## src/rtl/alu_pkg.sv

```systemverilog
// Shared ALU arbiter definitions: opcodes, FSM state type, default operand width.
// Latency: none (declarations only).
// Backpressure: none (declarations only).
package alu_pkg;

  localparam int DEF_WIDTH = 16;

  localparam logic [3:0] COP_ZERO  = 4'd0;
  localparam logic [3:0] COP_ADD   = 4'd1;
  localparam logic [3:0] COP_SUB   = 4'd2;
  localparam logic [3:0] COP_PASSB = 4'd3;
  localparam logic [3:0] COP_EQ    = 4'd4;

  typedef enum logic [1:0] {
    ST_IDLE = 2'd0,
    ST_EXEC = 2'd1,
    ST_RESP = 2'd2
  } state_t;

  // Opcode and issuing requester travel together from accept to response.
  typedef struct packed {
    logic [3:0] cop;
    logic       id;
  } op_tag_t;

endpackage

```

## src/rtl/alu.sv

```systemverilog
// Combinational ALU: zero, add, subtract, pass B, equality, with carry/borrow and bad-opcode flag.
// Latency: purely combinational; the caller registers the outputs.
// Backpressure: none; operands are held stable by the caller's registers.
module alu
  import alu_pkg::*;
#(
  parameter int INPUT_WIDTH = DEF_WIDTH
) (
  input  logic [INPUT_WIDTH-1:0] a_i,
  input  logic [INPUT_WIDTH-1:0] b_i,
  input  logic [3:0]             cop_i,
  output logic [INPUT_WIDTH-1:0] result_o,
  output logic                   ovf_o,
  output logic                   err_o
);

  // One extra bit so the carry of an add and the borrow of a subtract land in the MSB.
  logic [INPUT_WIDTH:0] a_ext;
  logic [INPUT_WIDTH:0] b_ext;
  logic [INPUT_WIDTH:0] sum_ext;
  logic [INPUT_WIDTH:0] diff_ext;

  assign a_ext    = {1'b0, a_i};
  assign b_ext    = {1'b0, b_i};
  assign sum_ext  = a_ext + b_ext;
  assign diff_ext = a_ext - b_ext;

  // Opcode decode; unknown opcodes produce a clean zero result with the error flag.
  always_comb begin
    result_o = '0;
    ovf_o    = 1'b0;
    err_o    = 1'b0;
    case (cop_i)
      COP_ZERO:  result_o = '0;
      COP_ADD: begin
        result_o = sum_ext[INPUT_WIDTH-1:0];
        ovf_o    = sum_ext[INPUT_WIDTH];
      end
      COP_SUB: begin
        result_o = diff_ext[INPUT_WIDTH-1:0];
        ovf_o    = diff_ext[INPUT_WIDTH];
      end
      COP_PASSB: result_o = b_i;
      COP_EQ:    result_o[0] = (a_i == b_i);
      default:   err_o = 1'b1;
    endcase
  end

endmodule

```

## src/rtl/alu_arbiter.sv

```systemverilog
// Two-requester arbiter in front of a shared ALU, one operation in flight; ALU_ARB_RR_EN selects round-robin over fixed priority.
// Latency: accept in cycle T, response presented in T+2; one operation per 3 cycles when the consumer is always ready.
// Backpressure: response held stable until resp_ready; both request readies stay low until the response is taken.
module alu_arbiter
  import alu_pkg::*;
#(
  parameter int INPUT_WIDTH = DEF_WIDTH
) (
  input  logic                   clk,
  input  logic                   rst_n,
  input  logic                   req0_valid,
  output logic                   req0_ready,
  input  logic [INPUT_WIDTH-1:0] req0_a,
  input  logic [INPUT_WIDTH-1:0] req0_b,
  input  logic [3:0]             req0_cop,
  input  logic                   req1_valid,
  output logic                   req1_ready,
  input  logic [INPUT_WIDTH-1:0] req1_a,
  input  logic [INPUT_WIDTH-1:0] req1_b,
  input  logic [3:0]             req1_cop,
  output logic                   resp_valid,
  input  logic                   resp_ready,
  output logic                   resp_id,
  output logic [INPUT_WIDTH-1:0] resp_result,
  output logic                   resp_ovf,
  output logic                   resp_err
);

  state_t state_q, state_d;

  logic                   grant_id;
  logic                   hs;
  logic                   rdy0;
  logic                   rdy1;

  logic [INPUT_WIDTH-1:0] a_q, a_d;
  logic [INPUT_WIDTH-1:0] b_q, b_d;
  op_tag_t                tag_q, tag_d;

  logic [INPUT_WIDTH-1:0] res_q;
  logic                   ovf_q;
  logic                   err_q;

  logic [INPUT_WIDTH-1:0] alu_res;
  logic                   alu_ovf;
  logic                   alu_err;

`ifdef ALU_ARB_RR_EN
  // Requester that wins the next tie: always the one not granted last.
  logic ptr_q, ptr_d;

  // Tie goes to the pointer; a lone requester wins regardless of the pointer.
  always_comb begin
    grant_id = 1'b0;
    if (req0_valid && req1_valid) grant_id = ptr_q;
    else                          grant_id = req1_valid;
  end

  assign ptr_d = hs ? ~grant_id : ptr_q;

  // Pointer moves only on an accepted request.
  always_ff @(posedge clk or negedge rst_n) begin
    if (!rst_n) ptr_q <= 1'b0;
    else        ptr_q <= ptr_d;
  end
`else
  // Fixed priority: requester 0 wins whenever it is valid.
  always_comb begin
    grant_id = ~req0_valid & req1_valid;
  end
`endif

  // Accept whenever idle and anyone is asking; the grant always points at a valid requester.
  assign hs = (state_q == ST_IDLE) && (req0_valid || req1_valid);

  // Operand capture mux for the granted requester.
  assign a_d   = grant_id ? req1_a : req0_a;
  assign b_d   = grant_id ? req1_b : req0_b;
  assign tag_d = '{cop: (grant_id ? req1_cop : req0_cop), id: grant_id};

  // FSM state register.
  always_ff @(posedge clk or negedge rst_n) begin
    if (!rst_n) state_q <= ST_IDLE;
    else        state_q <= state_d;
  end

  // FSM next state: accept, one execute cycle, then hold the response until taken.
  always_comb begin
    state_d = state_q;
    case (state_q)
      ST_IDLE: if (hs) state_d = ST_EXEC;
      ST_EXEC: state_d = ST_RESP;
      ST_RESP: if (resp_ready) state_d = ST_IDLE;
      default: state_d = ST_IDLE;
    endcase
  end

  // FSM outputs: readies only while idle, response valid only in RESP.
  always_comb begin
    rdy0       = 1'b0;
    rdy1       = 1'b0;
    resp_valid = (state_q == ST_RESP);
    if (state_q == ST_IDLE) begin
      rdy0 = req0_valid & ~grant_id;
      rdy1 = req1_valid & grant_id;
    end
  end

  // Readies are forced low while reset is held, even though the state already reads IDLE.
  assign req0_ready = rdy0 & rst_n;
  assign req1_ready = rdy1 & rst_n;

  // Capture the granted operation on accept; register ALU outputs in the execute cycle.
  always_ff @(posedge clk or negedge rst_n) begin
    if (!rst_n) begin
      a_q   <= '0;
      b_q   <= '0;
      tag_q <= '0;
      res_q <= '0;
      ovf_q <= 1'b0;
      err_q <= 1'b0;
    end else begin
      if (hs) begin
        a_q   <= a_d;
        b_q   <= b_d;
        tag_q <= tag_d;
      end
      if (state_q == ST_EXEC) begin
        res_q <= alu_res;
        ovf_q <= alu_ovf;
        err_q <= alu_err;
      end
    end
  end

  alu #(
    .INPUT_WIDTH(INPUT_WIDTH)
  ) u_alu (
    .a_i     (a_q),
    .b_i     (b_q),
    .cop_i   (tag_q.cop),
    .result_o(alu_res),
    .ovf_o   (alu_ovf),
    .err_o   (alu_err)
  );

  assign resp_id     = tag_q.id;
  assign resp_result = res_q;
  assign resp_ovf    = ovf_q;
  assign resp_err    = err_q;

endmodule

```

## config.mk

```make
export PLATFORM = sky130hd
export DESIGN_NAME = alu_arbiter
export DESIGN_NICKNAME = d
export VERILOG_FILES = /design/src/rtl/alu_pkg.sv /design/src/rtl/alu.sv /design/src/rtl/alu_arbiter.sv
export SDC_FILE = /design/constraint.sdc
export NUM_CORES = 1
export LEC_CHECK = 0
export CAP_MARGIN = 15
export CORE_MARGIN = 2
export CORE_UTILIZATION = 47
export DETAILED_ROUTE_END_ITERATION = 12
export DONT_BUFFER_PORTS = 1
export GPL_TIMING_DRIVEN = 0
export SLEW_MARGIN = 20
export SYNTH_ARGS = -nofsm -noshare
export SYNTH_HDL_FRONTEND = slang
export SYNTH_SLANG_ARGS = --single-unit
export TNS_END_PERCENT = 30
```

## constraint.sdc

```tcl
create_clock -name clk -period 4.6 [get_ports clk]
set_input_delay 0.92 -clock clk [delete_from_list [all_inputs] [get_ports clk]]
set_output_delay 0.92 -clock clk [all_outputs]
set_load 0.03 [all_outputs]
```

=== Yosys cells after proc, flatten, opt, wreduce, memory -nomap -nowiden ===
Index checks and enable logic that the tools add are counted.

* Input port bits: 77
* Register bits after elaboration: 57
* Output and inout bits: 22

* Mux-type cells: 12
* Add/subtract/negate cells: 2
* Bitwise logic cells: 7
* Equal/unequal tests: 9
* Reduce and logical (&&, ||, !) cells: 6

{| class="wikitable"
|+ Operators with widths
! operator !! count
|-
| $pmux 15 s3 || 1
|-
| $mux 16 || 2
|-
| $add 16x16->17 || 1
|-
| $sub 16x16->17 || 1
|-
| $eq 16x16->1 || 1
|-
| $eq 4x2->1 const B || 2
|-
| $pmux 2 s3 || 1
|-
| $and 1x1->1 || 5
|-
| $reduce_or 5->1 || 1
|-
| $eq 4x1->1 const B || 1
|-
| $eq 4x3->1 const B || 1
|-
| $logic_not 4->1 || 1
|-
| $mux 2 || 2
|-
| $mux 4 || 1
|-
| $pmux 1 s4 || 1
|-
| $mux 1 || 3
|-
| $eq 2x1->1 const B || 1
|-
| $eq 2x2->1 const B || 1
|-
| $logic_not 2->1 || 1
|-
| $ne 2x1->1 const B || 1
|-
| $ne 2x2->1 const B || 1
|-
| $not 1->1 || 2
|-
| $pmux 1 s2 || 1
|-
| $reduce_and 2->1 || 1
|-
| other kinds (2) || 2
|}

=== Logic depth before layout (Yosys ltp) ===
* Word-level depth: 6
* Gate-level depth with buffers: 10
* Gate-level depth less buffers: 10

=== Cells and area by module ===
From an unflattened synthesis, not the netlist that was laid out.

* Cell total of the unflattened synthesis: 459
* Area, all modules: 4,760.8 µm²

{| class="wikitable"
|+ Modules (own cells, without submodules)
! module !! times used !! sequential area each (µm²) !! cells an instance !! area each (µm²)
|-
| alu_arbiter || 1 || 1,426.4 || 169 || 2,850.2
|-
| alu || 1 || 0.0 || 290 || 1,910.6
|}

=== Worst setup path after synthesis ===
Ideal clock, no wire load.

* Kind: input port to output port
* Start: in req1_valid
* End: out req1_ready
* Data arrival time: 2,042 ps
* Stages: 4
* Setup slack: 1,638 ps
* Cells stage by stage: nor2b_1 -> clkbuf_1 -> clkbuf_1 -> and3_1

* Cells in the longest elaborated chain, start to end: 4

{| class="wikitable"
|+ Ends and longest elaborated chain
! what !! line !! text
|-
| start, declared || alu_arbiter.sv:16 || <nowiki>input logic req1_valid,</nowiki>
|-
| $and 1x1->1 || alu_arbiter.sv:69 || <nowiki>grant_id = ~req0_valid & req1_valid;</nowiki>
|-
| $and 1x1->1 (*) || alu_arbiter.sv:105 || <nowiki>rdy1 = req1_valid & grant_id;</nowiki>
|-
| $mux 1 (*) || alu_arbiter.sv:103 || <nowiki>if (state_q == ST_IDLE) begin</nowiki>
|-
| $and 1x1->1 (*) || alu_arbiter.sv:111 || <nowiki>assign req1_ready = rdy1 & rst_n;</nowiki>
|-
| end, declared || alu_arbiter.sv:17 || <nowiki>output logic req1_ready,</nowiki>
|}

Mark *: on every way between the ends. The rest lies on a longest branch, timed or not.

=== Worst setup path in the final report ===
Same ends and word-level chain as after synthesis.

==> results.json <==
{
  "path_max_fanout": 10,
  "synth-edff-count": 0,
  "start_util_pct": 47.81,
  "critPathRequiredTime_ns": 3.68,
  "grt_pass1_vias": 4133,
  "worst_pin_slew_ns": 0.9738,
  "cts_setup_buffers": 0,
  "slowest_delay_ns": 0.58,
  "r2r_end": "resp_result[14]",
  "synth.avg_cell_area_sq_um": 8.513,
  "synth_fp_nets": 626,
  "portBuffers": 0,
  "r2r_cells": 10,
  "whs_ns": 0.2474,
  "final_cell_mix": "dfrtp_1, o21ai_0, nand2_1",
  "drt_first_pass_iters": 5,
  "start_kind": "input pin",
  "path_class": "in -> out",
  "ctsHoldBuffers": 0,
  "fin_crit_sh_pct": 74.07,
  "async_flop_share_pct": 100.0,
  "yosysSeqAreaShare_pct": 32.60,
  "multi_input_area_sq_um": 2630,
  "pwr-share-comb_pct": 62.3,
  "cts_sinks": 57,
  "dpl.hpwl_microns": 9945,
  "numCtsBuffers": 9,
  "fin_ws_ns": 1.193,
  "place_area_sq_um": 4514,
  "wl_per_cell_microns": 21.15,
  "num_vias": 4128,
  "clockPowerShare_pct": 11.1,
  "drtIter0Drc": 202,
  "grt.overflow.total": 0,
  "yosys_warnings": 0,
  "setup_viol": 0,
  "intPower_uw": 1863,
  "critPathSlowestCell": "clkbuf_1",
  "setup_tns_ns": 0,
  "p_seq_share_pct": 26.6,
  "drive_gt1_share_pct": 9.434,
  "io_pins": 99,
  "cp_data_arrival_time_ns": 2.49,
  "final_common_cell": "dfrtp_1",
  "die_w_microns": 100.5,
  "clk_pin_slew_ns": 0.09,
  "leakagePower_uw": 0.001990,
  "grt_use_total_pct": 27.66,
  "clock_skew_ns": 0.01422,
  "htree_num_levels": 3,
  "dieArea_sq_um": 10100,
  "insertion_delay_ns": 0.36,
  "grt_pass1_wl_microns": 21350,
  "via_per_inst": 6.440,
  "antenna_found_initial": 0,
  "cts_tree": "done",
  "crit_path_frequent_cell": "clkbuf_1",
  "syn2layout_area_growth_pct": 7.263,
  "fin_nets": 637,
  "routed_wl_microns": 13560,
  "cap_violations": 0,
  "seq_area_sq_um": 1426,
  "clock_path_buffers": 2,
  "min_path_type": "in -> async",
  "synth-main-ff-cell": "dfrtp_1",
  "antenna_cells": 0,
  "num_rows": 35,
  "fillCellCount": 871,
  "design.core.area_sq_um": 9153,
  "switching_share_pct": 53.73,
  "postLayoutCellArea_sq_um": 4693,
  "worstSetupEndpointType": "primary output",
  "cts_root_buf": "clkbuf_8",
  "cts_resized": 0,
  "fmax_mhz": 293.5,
  "finalWeightedCongestion": 0.9154,
  "antenna_left": 0,
  "pre_cts_slack_ns": 1.234,
  "ys_seq_elements": 57,
  "rsz0062_at_grt": "no",
  "netlist_instances": 514,
  "drc": 0,
  "period_needed_ns": 3.407,
  "r2r_slack_ns": 1.92,
  "rr_startpoint": "b_q[0]",
  "finalMaxSlewViolations": 0,
  "ys_types": 64,
  "grt_max_degree": 60,
  "syn_area_sq_um": 4375,
  "maxSlewHeadroom_pct": 34.91,
  "switchingPower_uw": 2164,
  "hold_violations": 0,
  "die_h_microns": 100.5,
  "cp_cell_sequence": "nor2b_1, clkbuf_1, clkbuf_1, and3_1",
  "ir_drop_uv": 443.0,
  "cellPowerDensity_nw_per_um2": 858.1,
  "outcome": "finished, final reports clean"
}
## state kept, by name (all words and copies together), names as in the netlist
register and flops:
resp_ovf 1, resp_result 16, resp_err 1, b_q 16, a_q 16, resp_id 1
tag_q 4, state_q 2
## how the worst max path moves through the flow
stage	slack (ns)	to	startpoint
4_1_cts	1.22	req1_ready	req1_valid
2_1_floorplan	1.64	req1_ready	req1_valid
6_report	1.19	req1_ready	req1_valid
5_1_grt	1.13	req1_ready	req1_valid
3_3_place_gp	1.26	req1_ready	req1_valid
3_5_place_dp	1.23	req1_ready	req1_valid
## power groups by stage
stage                     sequential [uW]  clock [uW]  combinational, uW
after CTS                            1070         453               2480
after floorplan                       994           0               1910
final                                1070         448               2510
after global routing                 1100         476               2790
after detailed placement             1080           0               2470
after global placement               1070           0               2420
## cells by family after synthesis
group	count (synthesis)	share of synthesized area [%]
simple gates	143	17.47
flops	57	32.60
xor+xnor	3	0.6006
fa+ha+maj	35	10.35
compound gates	202	30.08
mux	7	1.601
buf+inv	67	7.292
## worst max-delay path: cells and delay by family
family	cells	cell delay, ns
buffers and inverters	2	1.02
AND/OR/NAND/NOR	2	0.54
## cell type report
| cell class | instances | area share (%) |
|---|---|---|
| plain buffers | 34 | 4.159 |
| clock buffers | 9 | 2.639 |
| clock inverters | 7 | 1.173 |
| inverters | 33 | 2.639 |
| multi-input cells | 390 | 56.04 |
| flip-flops and latches | 57 | 30.39 |
| well taps | 111 | 2.959 |
## Yosys cell counts (9+ instances only)
master,n,area [sq um]
nor2b_1,9,56.30
inv_1,30,112.6
o22ai_1,21,131.4
o221ai_1,19,166.4
a21oi_1,35,175.2
nor2_1,34,127.6
clkbuf_1,19,71.32
dfrtp_1,57,1426
o21ai_0,53,265.3
nand2b_1,9,56.30
a22oi_1,11,82.58
nand2_1,45,168.9
ha_1,33,412.9
## stage by stage
stage,utilization [%],instances,total power [uW]
final,51.28,641,4027
after global routing,51.28,641,4369
after CTS,51.28,641,4004
after detailed placement,49.32,625,3544
after global placement,49.32,625,3486
after floorplan,-,514,2908
## routing by layer
metal | share of wire, % | vias up | wire length [microns] | global-route usage [%]
met3 | 6.7 | 31 | 906 | 5.687
li1 | - | 1927 | - | -
met4 | 2.5 | 0 | 339 | 9.905
met1 | 45 | 2000 | 6084 | 37.73
met2 | 46 | 170 | 6229 | 43.68
met5 | 0 | - | 0 | 0
(Power assumes the default switching activity.)
